File: src/rtl/atomic_counter_bank_pkg.sv
// -----------------------------------------------------------------------------
// atomic_counters_pkg
// Shared types and helpers for the atomic counter bank.
//   state_t  : read FSM state (ST_IDLE, ST_BURST)
//   beats()  : number of BUS_W beats needed to return one CNT_W counter
//   idx_w()  : index width for n items, never narrower than one bit
// Optional feature macro used by this codebase slice: CLR_ON_READ_EN
// -----------------------------------------------------------------------------
package atomic_counters_pkg;

    typedef enum logic [0:0] {
        ST_IDLE  = 1'b0,
        ST_BURST = 1'b1
    } state_t;

    function automatic int beats(input int cnt_w, input int bus_w);
        return cnt_w / bus_w;
    endfunction

    function automatic int idx_w(input int n);
        return (n > 1) ? $clog2(n) : 1;
    endfunction

endpackage

File: src/rtl/atomic_counter_bank_if.sv
// -----------------------------------------------------------------------------
// atomic_counter_bank_if
// Read port of the atomic counter bank.
//   req_i    : beat request, one beat per cycle high
//   atomic_i : with req_i in IDLE, start a snapshot burst
//   sel_i    : counter select, sampled only when a burst or live read starts
//   ack_o    : beat valid, exactly one cycle after an accepted req_i
//   count_o  : beat data, zero whenever ack_o is low
//   busy_o   : high while a snapshot burst is in progress
// Handshake: there is no back-pressure. Every req_i seen on a clock edge is
// accepted and answered by ack_o high for exactly the following cycle; the
// requester never waits for a ready.
// Modports: master drives requests (software side), slave is the bank.
// -----------------------------------------------------------------------------
interface atomic_counter_bank_if
    import atomic_counters_pkg::*;
#(
    parameter int NUM_CNT = 4,
    parameter int BUS_W   = 32
) ();

    localparam int SEL_W = idx_w(NUM_CNT);

    logic             req_i;
    logic             atomic_i;
    logic [SEL_W-1:0] sel_i;
    logic             ack_o;
    logic [BUS_W-1:0] count_o;
    logic             busy_o;

    modport master (
        output req_i, atomic_i, sel_i,
        input  ack_o, count_o, busy_o
    );

    modport slave (
        input  req_i, atomic_i, sel_i,
        output ack_o, count_o, busy_o
    );

endinterface

File: src/rtl/atomic_counter_bank_cell.sv
// -----------------------------------------------------------------------------
// atomic_counter_cell
// One CNT_W-bit event counter, wraps silently at 2^CNT_W-1 -> 0.
//   clk, reset_n : clock, asynchronous active-low reset
//   inc          : add one this cycle
//   clr          : clear this cycle; a same-cycle inc leaves the counter at 1
//   cnt_o        : registered count
// -----------------------------------------------------------------------------
module atomic_counter_cell #(
    parameter int CNT_W = 64
) (
    input  logic             clk,
    input  logic             reset_n,
    input  logic             inc,
    input  logic             clr,
    output logic [CNT_W-1:0] cnt_o
);

    logic [CNT_W-1:0] cnt_q;

    always_ff @(posedge clk or negedge reset_n) begin
        if (!reset_n) begin
            cnt_q <= '0;
        end else if (clr) begin
            // Clear then count: the event in the clearing cycle is not lost.
            cnt_q <= CNT_W'(inc);
        end else begin
            cnt_q <= cnt_q + CNT_W'(inc);
        end
    end

    assign cnt_o = cnt_q;

endmodule

File: src/rtl/atomic_counter_bank.sv
// -----------------------------------------------------------------------------
// atomic_counter_bank
// Bank of NUM_CNT event counters read over a BUS_W-bit port in CNT_W/BUS_W
// beats. An atomic request snapshots the selected counter so the remaining
// beats come from one consistent value while counting continues.
//   clk, reset_n : clock, asynchronous active-low reset
//   trig_i       : per-counter increment strobe
//   bus          : read port (atomic_counter_bank_if.slave)
//   state_o      : read FSM state, for observation
// Macro CLR_ON_READ_EN: when defined, an atomic start also clears the
// selected counter (the snapshot keeps the pre-clear value). Live reads never
// clear. When undefined, reads are non-destructive.
// -----------------------------------------------------------------------------
module atomic_counter_bank
    import atomic_counters_pkg::*;
#(
    parameter int NUM_CNT = 4,
    parameter int CNT_W   = 64,
    parameter int BUS_W   = 32
) (
    input  logic                 clk,
    input  logic                 reset_n,
    input  logic [NUM_CNT-1:0]   trig_i,
    atomic_counter_bank_if.slave bus,
    output state_t               state_o
);

    localparam int BEATS  = beats(CNT_W, BUS_W);
    localparam int BIDX_W = idx_w(BEATS);

    generate
        if ((CNT_W % BUS_W) != 0 || BEATS < 2) begin : g_cfg_err
            $fatal(1, "atomic_counter_bank: CNT_W must be a multiple of BUS_W with at least 2 beats");
        end
    endgenerate

    logic [CNT_W-1:0]  cnt [NUM_CNT];
    logic [NUM_CNT-1:0] clr;
    logic [CNT_W-1:0]  sel_cnt;
    logic              sel_valid;
    logic              start_atomic;

    state_t            state;
    logic [BIDX_W-1:0] bidx;
    logic [CNT_W-1:0]  snap;
    logic              ack_q;
    logic [BUS_W-1:0]  count_q;
    logic              busy_q;

    // Select mux over registered counter values. An out-of-range select
    // matches no counter and reads as zero.
    always_comb begin
        sel_cnt   = '0;
        sel_valid = 1'b0;
        for (int i = 0; i < NUM_CNT; i++) begin
            if (int'(bus.sel_i) == i) begin
                sel_cnt   = cnt[i];
                sel_valid = 1'b1;
            end
        end
        start_atomic = (state == ST_IDLE) && bus.req_i && bus.atomic_i && sel_valid;
    end

`ifdef CLR_ON_READ_EN
    always_comb begin
        clr = '0;
        for (int i = 0; i < NUM_CNT; i++) begin
            if (start_atomic && int'(bus.sel_i) == i) begin
                clr[i] = 1'b1;
            end
        end
    end
`else
    assign clr = '0;
`endif

    for (genvar i = 0; i < NUM_CNT; i++) begin : g_cell
        atomic_counter_cell #(
            .CNT_W (CNT_W)
        ) u_cell (
            .clk     (clk),
            .reset_n (reset_n),
            .inc     (trig_i[i]),
            .clr     (clr[i]),
            .cnt_o   (cnt[i])
        );
    end

    // Read FSM. Outputs are registered so a beat appears exactly one cycle
    // after its request and ack/count fall to zero in every other cycle.
    always_ff @(posedge clk or negedge reset_n) begin
        if (!reset_n) begin
            state   <= ST_IDLE;
            bidx    <= '0;
            snap    <= '0;
            ack_q   <= 1'b0;
            count_q <= '0;
            busy_q  <= 1'b0;
        end else begin
            ack_q   <= 1'b0;
            count_q <= '0;
            case (state)
                ST_IDLE: begin
                    if (bus.req_i) begin
                        ack_q   <= 1'b1;
                        count_q <= sel_cnt[BUS_W-1:0];
                        if (start_atomic) begin
                            // Snapshot the registered value: a trigger in this
                            // same cycle lands in the counter, not the snapshot.
                            snap   <= sel_cnt;
                            bidx   <= BIDX_W'(1);
                            state  <= ST_BURST;
                            busy_q <= 1'b1;
                        end
                    end
                end
                ST_BURST: begin
                    // sel_i and atomic_i are ignored until the burst ends.
                    if (bus.req_i) begin
                        ack_q   <= 1'b1;
                        count_q <= snap[int'(bidx)*BUS_W +: BUS_W];
                        if (bidx == BIDX_W'(BEATS - 1)) begin
                            bidx   <= '0;
                            state  <= ST_IDLE;
                            busy_q <= 1'b0;
                        end else begin
                            bidx <= bidx + 1'b1;
                        end
                    end
                end
                default: begin
                    state  <= ST_IDLE;
                    busy_q <= 1'b0;
                end
            endcase
        end
    end

    assign bus.ack_o   = ack_q;
    assign bus.count_o = count_q;
    assign bus.busy_o  = busy_q;
    assign state_o     = state;

endmodule

File: src/flat_wrapper.sv
// flat-port wrapper written by rule: the top's interface ports become plain ports
module atomic_counter_bank_flat import atomic_counters_pkg::*;
#(
    parameter int NUM_CNT = 4,
    parameter int CNT_W   = 64,
    parameter int BUS_W   = 32
)
  (clk, reset_n, trig_i, state_o, bus_req_i, bus_atomic_i, bus_sel_i, bus_ack_o, bus_count_o, bus_busy_o);
  atomic_counter_bank_if #(.NUM_CNT(NUM_CNT), .BUS_W(BUS_W)) bus_i ();
  input  logic clk;
  input  logic reset_n;
  input  logic [NUM_CNT-1:0] trig_i;
  output state_t state_o;
  input wire logic [$bits(bus_i.req_i)-1:0] bus_req_i;
  input wire logic [$bits(bus_i.atomic_i)-1:0] bus_atomic_i;
  input wire logic [$bits(bus_i.sel_i)-1:0] bus_sel_i;
  output wire logic [$bits(bus_i.ack_o)-1:0] bus_ack_o;
  output wire logic [$bits(bus_i.count_o)-1:0] bus_count_o;
  output wire logic [$bits(bus_i.busy_o)-1:0] bus_busy_o;
  assign bus_i.req_i = bus_req_i;
  assign bus_i.atomic_i = bus_atomic_i;
  assign bus_i.sel_i = bus_sel_i;
  assign bus_ack_o = bus_i.ack_o;
  assign bus_count_o = bus_i.count_o;
  assign bus_busy_o = bus_i.busy_o;
  atomic_counter_bank #(.NUM_CNT(NUM_CNT), .CNT_W(CNT_W), .BUS_W(BUS_W)) u_core (.clk(clk), .reset_n(reset_n), .trig_i(trig_i), .bus(bus_i), .state_o(state_o));
endmodule
File: config.mk
export PLATFORM = sky130hd
export DESIGN_NAME = atomic_counter_bank_flat
export DESIGN_NICKNAME = d
export VERILOG_FILES = /design/src/rtl/atomic_counter_bank_pkg.sv /design/src/rtl/atomic_counter_bank_if.sv /design/src/rtl/atomic_counter_bank_cell.sv /design/src/rtl/atomic_counter_bank.sv /design/src/flat_wrapper.sv
export SDC_FILE = /design/constraint.sdc
export NUM_CORES = 1
export LEC_CHECK = 0
export ABC_AREA = 1
export BUFFER_PORTS_ARGS = -buffer_cell sky130_fd_sc_hd__buf_2
export CAP_MARGIN = 20
export CELL_PAD_IN_SITES_DETAIL_PLACEMENT = 0
export CELL_PAD_IN_SITES_GLOBAL_PLACEMENT = 1
export CORE_ASPECT_RATIO = 0.5
export CORE_UTILIZATION = 49
export CTS_CLUSTER_DIAMETER = 150
export DETAILED_ROUTE_END_ITERATION = 6
export PLACE_DENSITY_LB_ADDON = 0.1
export SETUP_SLACK_MARGIN = 0.5
export SLEW_MARGIN = 20
export SYNTH_ARGS = -nofsm -noshare
export SYNTH_HDL_FRONTEND = slang
export SYNTH_HIERARCHICAL = 1
export SYNTH_SLANG_ARGS = --single-unit
File: constraint.sdc
create_clock -name clk -period 3.6 [get_ports clk]
set_clock_uncertainty 0.1 [all_clocks]
set_input_delay 0.18 -clock clk [delete_from_list [all_inputs] [get_ports clk]]
set_output_delay 0.18 -clock clk [all_outputs]
set_load 0.02 [all_outputs]
==> summary.md, run 1 <==
| Metric | Value |
|---|---|
| Period utilisation layout | `64.4%` |
| Gr busiest metal | `met2` |
| WL final | `86.4 mm` |
| Row cnt | `55` |
| Count of input and output buffers | `44` |
| Clock Latency Late Sink | `560 ps` |
| Synth cell types | `30` |
| Sink Count | `356` |
| Initial antenna violation count | `0` |
| Placed cells | `4,100` |
| Total grt overflow | `0` |
| Worst vdd rail ir drop | `0.000327 V` |
| Final ANT Viol Nets | `0` |
| Nature of the critical path startpoint | `flop` |
| Core footprint | `0.0453 mm2` |
| Period minus WS final | `2320 ps` |
| Final worst slack | `1280 ps` |
| DR vias | `22.6k` |
| Post-CTS Resized | `0` |
| Final Cell Area | `0.0248 mm2` |
| Status | `completed` |
| Area Growth Syn to Fin | `9.83%` |
| Commonest non-fill, non-tap cell in the layout | `nand2_1` |
| Post-CTS setup buffer count | `0` |
| Most frequent cells in the layout | `nand2_1, nor2_1, dfrtp_1, inv_1, o21ai_0` |
| Placer Congestion | `1.04` |
| Post-DR wirelength/cell | `20.7 um` |
| Mapped Area | `0.0226 mm2` |
| CP endpoint kind | `flop` |
| TritonCTS clock tree | `done` |
| Filler cells | `4,588` |
| CTS Buf Count | `38` |
| Layout Nets | `3,567` |
| Type of the worst min-delay path | `primary input to asynchronous set/reset pin` |
| Placed cell areas | `0.0234 mm2` |
| First-pass GRT wire length | `129 mm` |
| Setup TNS | `0 ps` |
| CP Class | `flop to flop` |
| Initial detailed-routing violation count | `2,592` |
| Grt met2 use | `53.4%` |
| Crit-path max FO | `5` |
| Syn Area/Cell | `6.44 um2` |
| Hold slack | `167 ps` |
| Clock network fraction of total power | `40.6%` |
| GR Layer Usage met3 | `14.3%` |
| H-tree levels | `2` |
| CP Data Arrival Time | `2660 ps` |
| Die Wd | `306 um` |
| Clock Tree Buf Depth | `3` |
| Vias in the first global route | `20.9k` |
| Sequential power share | `44.7%` |
| Hold Buf Count CTS | `7` |
| Die ar. | `0.0470 mm2` |
| Logic pwr share | `14.7%` |
| Slew headroom | `31.6%` |
| Lkg Pwr | `11.5 nW` |
| Max Clk Rate | `431 MHz` |
| Sw frac | `29.9%` |
| Final Hold Viols | `0` |
| Pwr Density | `417 mW/mm2` |
| Place WS | `1160 ps` |
| Yosys warns | `6` |
| Chip Height | `154 um` |
| Tot GR Track Use | `36.8%` |
| Share of post-route cells with drive strength above 1 | `8.37%` |
| Psw | `3.10 mW` |
| Unrepaired setup endpoints after global routing | `no` |
| Largest net degree at the start of global routing | `103` |
| Total power | `10.3 mW` |
| Seq/Total Area, Yosys | `39.5%` |
| Vias per cell | `5.40` |
| Non-Filler Instances | `4,174` |
| I/O pins | `45` |
| Clk root buf | `clkbuf_16` |
| CP required | `3940 ps` |
| Setup violators final | `0` |
| GR Util met1 | `52.1%` |
| CTS clock-pin slew for the worst setup and hold paths | `60 ps` |
| Cell count after synthesis | `3,508` |
| Final Util | `54.7%` |
| Int Pwr | `7.25 mW` |
| Max Slew Vio Count | `0` |
| Max cap viols | `0` |
| DP Wirelength | `67.1 mm` |
| Flops & latches, synth | `356` |
| Initial Utilization | `49.8%` |
| DRT Pass-1 Iters | `6` |
| DRC Markers | `0` |
| Slew @ Worst Pin | `1020 ps` |
-- sequential cells by signal (all words and copies together), names as in the netlist --
signal                      flops
u_core/bus.count_o             32
u_core/bidx                     1
u_core/state_o                  1
u_core/snap                    64
u_core/bus.busy_o               1
u_core/g_cell.u_cell/cnt_o    256
u_core/bus.ack_o                1
-- path summary, 6_finish.rpt --
check                                                      startpoint                                          end  slack, ps  cells past startpoint
max                        u_core/g_cell[0].u_cell/cnt_o[0]$_DFF_PN0_  u_core/g_cell[0].u_cell/cnt_o[56]$_DFF_PN0_       1280                     10
min                                                           reset_n   u_core/g_cell[3].u_cell/cnt_o[5]$_DFF_PN0_        170                      2
max reg2reg                u_core/g_cell[0].u_cell/cnt_o[0]$_DFF_PN0_  u_core/g_cell[0].u_cell/cnt_o[56]$_DFF_PN0_       1280                     10
min reg2reg                               u_core/snap[57]$_DFFE_PN0P_                  u_core/snap[57]$_DFFE_PN0P_        380                      2
max in group asynchronous                                     reset_n  u_core/g_cell[1].u_cell/cnt_o[47]$_DFF_PN0_       2310                      3
min in group clk                                            bus_req_i                   u_core/bus.ack_o$_DFF_PN0_        230                      2
-- worst max-delay path, stage by stage (launching register included) --
cell and delay (ps):
dfrtp_1 660, ha_1 310, nand2_2 120, nor2_4 190
nand2_1 110, inv_2 110, nand2_1 160, nor2_1 280
nand2_1 80, nand2_1 60, nor2_1 30
-- Yosys cell counts (all sizes together) --
| cell type | count | area [um2] |
|---|---|---|
| nand2 | 1327 | 5230 |
| nor2 | 914 | 3830 |
| dfrtp | 356 | 8910 |
| inv | 281 | 1050 |
| o21ai | 152 | 761 |
| nand3 | 118 | 591 |
| a21oi | 102 | 510 |
| clkbuf | 48 | 180 |
| o21bai | 40 | 345 |
| buf | 33 | 198 |
| nor3 | 32 | 160 |
| nand3b | 30 | 225 |
| nand4 | 24 | 150 |
| xor2 | 24 | 210 |
| ha | 8 | 100 |
| or2 | 6 | 37.5 |
| a211oi | 4 | 30.0 |
| clkinv | 4 | 15.0 |
| nor3b | 4 | 30.0 |
| conb | 1 | 3.75 |
-- kinds of logic (layout without fill, tap and decap cells) --
kind of cell | after synthesis | count (layout) | synth area share (%)
simple gates | 2455 | 2455 | 45.4
fa+ha+maj | 8 | 8 | 0.443
buf+inv | 366 | 421 | 6.41
xor+xnor | 24 | 24 | 0.931
other cells | 1 | 14 | 0.0166
flops | 356 | 356 | 39.5
compound gates | 298 | 298 | 7.29
-- layout make-up --
| cell class | instances | area, um2 | area share (%) |
|---|---|---|---|
| flip-flops and latches | 356 | 8910 | 35.9 |
| clock buffers | 49 | 1060 | 4.29 |
| inverters | 285 | 1070 | 4.31 |
| diodes | 2 | 5.00 | 0.0202 |
| repair buffers | 71 | 520 | 2.10 |
| well taps | 598 | 748 | 3.02 |
| clock inverters | 16 | 211 | 0.853 |
| multi-input cells | 2797 | 12300 | 49.5 |
-- power by group through the flow --
stage	clock (mW)	combinational (mW)	sequential (mW)
final	4.21	1.52	4.63
after global routing	4.40	1.68	4.65
after CTS	4.27	1.48	4.62
after detailed placement	0	1.47	4.69
after global placement	0	1.45	4.69
after floorplan	0	0.828	4.71
-- per-layer routing --
metal	share of wire [%]	wire [um]
met1	45	39100
met2	41	35200
met3	12	10500
met4	1.9	1630
met5	0	0
Note: power is estimated with default switching activity, not from simulation.
==> run 2, diff against run 1 <==
Settings changed: CORE_UTILIZATION 49 to 46.
Clock period 3.6 ns to 2.2 ns, I/O delays scaled along.
==> summary.md, run 2 (synthesis gave the netlist of run 1 again) <==
| Metric | Value |
|---|---|
| Status | `finished, violations left` |
| Failing checks | `hold timing` |
| Sink Count | `356 (unchanged)` |
| Lkg Pwr | `12.8 nW (+11%)` |
| Non-Filler Instances | `4,390 (+5.2%)` |
| Hold slack | `-12.4 ps (-180 ps)` |
| DR vias | `23.8k (+5.3%)` |
| DP Wirelength | `67.5 mm (+0.71%)` |
| Area Growth Syn to Fin | `25.7%` |
| Routed wl met3 | `9.44 mm (-10%)` |
| Worst vdd rail ir drop | `0.000586 V (+79%)` |
| Crit-path max FO | `4 (-1)` |
| Psw | `5.29 mW (+71%)` |
| CP endpoint kind | `flop` |
| Sequential power share | `41.6% (-3.1 points)` |
| Tot GR Track Use | `35.2% (-1.6 points)` |
| Slew @ Worst Pin | `1030 ps (+10.6 ps)` |
| Layout Nets | `3,740 (+4.9%)` |
| First-pass GRT wire length | `130 mm (+1.0%)` |
| WL final | `89.6 mm (+3.7%)` |
| Most frequent cells in the layout | `nand2_1, nor2_1, inv_1, dfrtp_1, buf_4` |
| Place WS | `191 ps (-974 ps)` |
| Int Pwr | `12.6 mW (+74%)` |
| Pwr Density | `631 mW/mm2 (+51%)` |
| Sw frac | `29.6% (-0.39 points)` |
| Initial antenna violation count | `2 (+2)` |
| TritonCTS clock tree | `done` |
| Vias in the first global route | `21.2k (+1.7%)` |
| Met2 WL | `37.8 mm (+7.4%)` |
| CTS clock-pin slew for the worst setup and hold paths | `70 ps (about the same)` |
| Period minus WS final | `1810 ps (-513 ps)` |
| Vias per cell | `5.41 (+0.14%)` |
| Die ar. | `0.0500 mm2 (+6.5%)` |
| CP Data Arrival Time | `2180 ps (-480 ps)` |
| Filler cells | `4,597 (+0.20%)` |
| Largest net degree at the start of global routing | `59 (-43%)` |
| Final ANT Viol Nets | `0 (unchanged)` |
| CP peak stage delay | `400 ps (-260 ps)` |
| Met1 WL | `40.3 mm (+3.1%)` |
| Slowest CP cell | `dfrtp_1` |
| Largest register FFs | `256 (unchanged)` |
| Logic pwr share | `15.1% (+0.4 points)` |
| Initial detailed-routing violation count | `2,923 (+13%)` |
| Setup violators final | `0 (unchanged)` |
| Chip Height | `159 um (+3.2%)` |
| Period utilisation layout | `82.1% (+18 points)` |
| DRC Markers | `0 (unchanged)` |
| H-tree levels | `2 (unchanged)` |
| Core footprint | `0.0476 mm2 (+5.1%)` |
| Die Wd | `315 um (+3.2%)` |
| Total power | `17.9 mW (+73%)` |
| Clock Tree Buf Depth | `3 (unchanged)` |
| Nature of the critical path startpoint | `flop` |
| Clock Latency Late Sink | `580 ps (+20 ps)` |
| Max Clk Rate | `554 MHz (+28%)` |
| CTS Buf Count | `39 (+2.6%)` |
| Highest Signal Layer | `met5` |
| Final Hold Viols | `1 (+1)` |
| Max cap viols | `0 (unchanged)` |
| Final worst slack | `394 ps (-887 ps)` |
| Type of the worst min-delay path | `primary input to asynchronous set/reset pin` |
| Unrepaired setup endpoints after global routing | `yes` |
| Slew headroom | `30.8% (-0.80 points)` |
| Initial Utilization | `47.4% (-2.4 points)` |
| I/O pins | `45 (unchanged)` |
| Clock network fraction of total power | `43.3% (+2.7 points)` |
| Total grt overflow | `0 (unchanged)` |
| Critical path, cell by cell | `ha_4 > nand2_4 > nor2_4 > nand2_4 > nor2_8 > buf_4 > buf_4 > o21ai_0 > a21oi_1` |
| Placer Congestion | `0.996 (-4.6%)` |
| CP required | `2570 ps (-1370 ps)` |
| Final Util | `59.6% (+4.9 points)` |
| Setup TNS | `0 ps (unchanged)` |
| DRT Pass-1 Iters | `5 (-1)` |
| Multi-input logic area | `0.0140 mm2 (+14%)` |
| Post-DR wirelength/cell | `20.4 um (-1.4%)` |
| Commonest non-fill, non-tap cell in the layout | `nand2_1` |
| Placed cells | `4,187 (+2.1%)` |
| Final Cell Area | `0.0284 mm2 (+14%)` |
| Max Slew Vio Count | `0 (unchanged)` |
| Sequential cell area | `0.00904 mm2 (+1.5%)` |
| Share of post-route cells with drive strength above 1 | `24.0% (+16 points)` |
| Clk root buf | `clkbuf_16` |
| Count of input and output buffers | `44 (unchanged)` |
| ANT cells | `0 (-2)` |
| Placed cell areas | `0.0239 mm2 (+2.1%)` |
| CP Class | `flop to flop` |
| Row cnt | `56 (+1.8%)` |
run 2: worst max-delay path, delay by kind of cell (launching register included):
family          cells  cell delay, ps
flops               1             400
compound gates      2             200
fa+ha+maj           1             170
simple gates        4             580
buf+inv             2             240
run 2: final cells by class:
| class | count | area share, % |
|---|---|---|
| clock inverter | 23 | 1.33 |
| multi-input combinational | 2797 | 49.4 |
| tap | 638 | 2.81 |
| timing repair buffer | 243 | 6.90 |
| sequential | 356 | 31.9 |
| clock buffer | 48 | 3.88 |
| inverter | 285 | 3.82 |
run 2: repair_timing:
item | 4_1_cts | 5_1_grt
pin swaps | 54 | 136
endpoints found under the hold margin | 387 | 0
buffers inserted | 21 | 104
hold buffers | 7 | 0
setup endpoints to repair | 163 | 187
resized for setup | 165 | 447
run 2: worst paths after layout:
check / start / to / slack (ps) / depth (start not counted)
min in group clk: bus_req_i / u_core/bus.ack_o$_DFF_PN0_ / 120 / 2
worst max-delay path: u_core/g_cell[1].u_cell/cnt_o[0]$_DFF_PN0_ / u_core/g_cell[1].u_cell/cnt_o[15]$_DFF_PN0_ / 390 / 9
worst min-delay path: reset_n / u_core/g_cell[3].u_cell/cnt_o[0]$_DFF_PN0_ / -10 / 2
worst min register to register: u_core/snap[61]$_DFFE_PN0P_ / u_core/snap[61]$_DFFE_PN0P_ / 370 / 2
max in group asynchronous: reset_n / u_core/g_cell[0].u_cell/cnt_o[53]$_DFF_PN0_ / 1220 / 3
worst max register to register: u_core/g_cell[1].u_cell/cnt_o[0]$_DFF_PN0_ / u_core/g_cell[1].u_cell/cnt_o[15]$_DFF_PN0_ / 390 / 9
run 2: power by group through the flow:
stage | sequential [mW] | combinational, mW | clock, mW
floorplan | 7.71 | 1.36 | 0
global placement | 7.54 | 2.52 | 0
detailed placement | 7.55 | 2.54 | 0
CTS | 7.44 | 2.60 | 7.84
global route | 7.50 | 2.97 | 8.08
finish | 7.44 | 2.70 | 7.75
run 2: per-layer routing:
metal,global-route usage (%),up-vias
li1,-,11278
met1,50.6,11423
met3,9.64,130
met2,52.4,918
met4,7.78,2
met5,0,-
==> run 3, diff against run 2 <==
Settings changed: CORE_UTILIZATION 46 to 41.
Clock period 2.2 ns to 1.5 ns, I/O delays scaled along.
==> summary.md, run 3 (synthesis gave the netlist of run 1 again) <==
| Metric | Value |
|---|---|
| Max Clk Rate | `570 MHz (+2.9%)` |
| Crit-path max FO | `4 (unchanged)` |
| First-pass GRT wire length | `145 mm (+11%)` |
| Slew @ Worst Pin | `629 ps (-404 ps)` |
| Final Util | `63.2% (+3.6 points)` |
| Clk root buf | `clkbuf_16` |
| Nature of the critical path startpoint | `flop` |
| Row cnt | `60 (+7.1%)` |
| Final ANT Viol Nets | `0 (unchanged)` |
| Die Wd | `334 um (+5.9%)` |
| Tot GR Track Use | `34.2% (-0.99 points)` |
| Reg-to-reg startpoint | `u_core/g_cell[2].u_cell/cnt_o[0]$_DFF_PN0_` |
| Largest net degree at the start of global routing | `78 (+32%)` |
| Initial antenna violation count | `3 (+1)` |
| Placer Congestion | `0.947 (-4.9%)` |
| CP required | `1880 ps (-690 ps)` |
| Hold Buf Count CTS | `3 (-4)` |
| Type of the worst min-delay path | `primary input to flop` |
| DP Wirelength | `73.9 mm (+9.5%)` |
| Period minus WS final | `1750 ps (-51.6 ps)` |
| Status | `finished, violations left` |
| CP Data Arrival Time | `2140 ps (-40 ps)` |
| Sink Count | `356 (unchanged)` |
| Met2 WL | `42.4 mm (+12%)` |
| Final Hold Viols | `44 (+43)` |
| Initial detailed-routing violation count | `2,435 (-17%)` |
| WL final | `97.3 mm (+8.6%)` |
| Place WS | `-285 ps (-476 ps)` |
| Die ar. | `0.0561 mm2 (+12%)` |
| Max Slew Vio Count | `0 (unchanged)` |
| Hold slack | `-229 ps (-217 ps)` |
| Post-DR wirelength/cell | `19.4 um (-5.0%)` |
| CP peak stage delay | `410 ps (about the same)` |
| CTS Buf Count | `39 (unchanged)` |
| Slowest CP cell | `dfrtp_2` |
| Clock Tree Buf Depth | `3 (unchanged)` |
| Critical Path Start | `u_core/g_cell[2].u_cell/cnt_o[0]$_DFF_PN0_` |
| R2R depth | `10 (+1)` |
| CTS clock-pin slew for the worst setup and hold paths | `70 ps (about the same)` |
| Placed cell areas | `0.0288 mm2 (+20%)` |
| Most frequent CP cell | `nand2_4` |
| Reg-to-reg endpoint | `u_core/g_cell[2].u_cell/cnt_o[50]$_DFF_PN0_` |
| Unrepaired setup endpoints after global routing | `yes` |
| ANT cells | `0 (unchanged)` |
| Worst reg2reg setup slack | `-250 ps (-650 ps)` |
| Max cap viols | `0 (unchanged)` |
| Worst vdd rail ir drop | `0.000792 V (+35%)` |
| Layout Nets | `4,292 (+15%)` |
| Critical path, cell by cell | `ha_4 > nand2_4 > nor2_4 > nand2_4 > nor2_8 > nand2_4 > nor2_4 > nand2_1 > nand2_1 > nor2_1` |
| Total grt overflow | `0 (unchanged)` |
| DRT Pass-1 Iters | `5 (unchanged)` |
| Met1 WL | `44.7 mm (+11%)` |
| Vias per cell | `5.12 (-5.4%)` |
| Largest register FFs | `256 (unchanged)` |
| Most frequent cells in the layout | `nand2_1, buf_4, nor2_1, dfrtp_1, inv_1` |
| Placed cells | `4,802 (+15%)` |
| Period utilisation layout | `117% (+35 points)` |
| CP Class | `flop to flop` |
| Highest Signal Layer | `met4` |
| Pwr Density | `765 mW/mm2 (+21%)` |
| DR vias | `25.7k (+8.1%)` |
| Count of input and output buffers | `44 (unchanged)` |
| Core footprint | `0.0541 mm2 (+13%)` |
| Worst Setup EP | `u_core/g_cell[2].u_cell/cnt_o[50]$_DFF_PN0_` |
| Setup violators final | `256 (+256)` |
| Routed wl met3 | `7.63 mm (-19%)` |
| Slew headroom | `57.9% (+27 points)` |
| Share of post-route cells with drive strength above 1 | `38.8% (+15 points)` |
| Area Growth Syn to Fin | `51.2%` |
| TritonCTS clock tree | `done` |
| CP endpoint kind | `flop` |
| Lkg Pwr | `16.3 nW (+27%)` |
| Chip Height | `168 um (+5.8%)` |
| Vias in the first global route | `24.6k (+16%)` |
| H-tree levels | `2 (unchanged)` |
| Final Cell Area | `0.0341 mm2 (+20%)` |
| I/O pins | `45 (unchanged)` |
| DRC Markers | `0 (unchanged)` |
| Failing checks | `hold timing, setup timing` |
| Initial Utilization | `41.8% (-5.6 points)` |
| Non-Filler Instances | `5,018 (+14%)` |
| Commonest non-fill, non-tap cell in the layout | `nand2_1` |
| Clock Latency Late Sink | `590 ps (about the same)` |
| Final worst slack | `-254 ps (-648 ps)` |
## run 3: changes by cell type in the layout (fill, tap and decap cells not counted), moves of 22 or more
cell / change
nand2_1: -112
dfrtp_2: -22
o21ai_0: -32
nand3_1: -35
dfrtp_1: +22
buf_4: +488
nor2_4: +55
buf_6: +55
nand3_2: +22
nand2_2: +83
nand2_4: +25
nor2_1: -54
## run 3: worst min-delay path by stage
stage / slack, ps / from / depth (start not counted) / end
3_3_place_gp: -190 / reset_n / 1 / u_core/g_cell[3].u_cell/cnt_o[11]$_DFF_PN0_
3_5_place_dp: -190 / reset_n / 1 / u_core/g_cell[3].u_cell/cnt_o[3]$_DFF_PN0_
2_1_floorplan: -320 / reset_n / 0 / u_core/bidx$_DFFE_PN0P_
6_report: -230 / trig_i[1] / 4 / u_core/g_cell[1].u_cell/cnt_o[0]$_DFF_PN0_
4_1_cts: -260 / trig_i[1] / 4 / u_core/g_cell[1].u_cell/cnt_o[0]$_DFF_PN0_
5_1_grt: -220 / trig_i[1] / 4 / u_core/g_cell[1].u_cell/cnt_o[0]$_DFF_PN0_
## run 3: timing repair
action                                  4_1_cts  5_1_grt
resized for setup                           561      241
endpoints found under the hold margin       401       37
endpoints found under the setup margin      386      396
pin swaps                                   211      141
buffers inserted                             93       48
cloned                                        0        0
## run 3: through the flow
step / setup TNS, ps / hold slack, ps / total power, mW
after floorplan: -1840 / -321 / 13.7
after global placement: -25860 / -190 / 15.2
after detailed placement: -32010 / -191 / 15.2
after CTS: -20470 / -257 / 26.2
after global routing: -51650 / -221 / 27.2
final: -31980 / -229 / 26.1
## run 3: final cells by class
class                      instances  area (um2)
inverter                         285        1110
multi-input combinational       2797       15300
sequential                       356        9020
tap                              713         892
timing repair buffer             795        6460
clock inverter                    24         293
clock buffer                      48        1070
fill                            4930       19900
## run 3: metal layers
metal | global-route usage [%] | vias up
met4 | 8.80 | 0
met1 | 49.4 | 12338
met3 | 5.85 | 147
met2 | 53.0 | 819
met5 | 0 | -
li1 | - | 12382
## run 3: where the power goes
| group | internal (mW) | switching (mW) | total (mW) |
|---|---|---|---|
| clock | 6.15 | 4.58 | 10.7 |
| combinational | 1.57 | 2.87 | 4.43 |
| sequential | 10.5 | 0.487 | 11.0 |
| total | 18.2 | 7.93 | 26.1 |
## run 3: critical path, delay by kind of cell (launching register included)
kind / cells / cell delay [ps]
DFF: 1 / 410
adders and majority gates: 1 / 170
and+or+nand+nor: 9 / 960
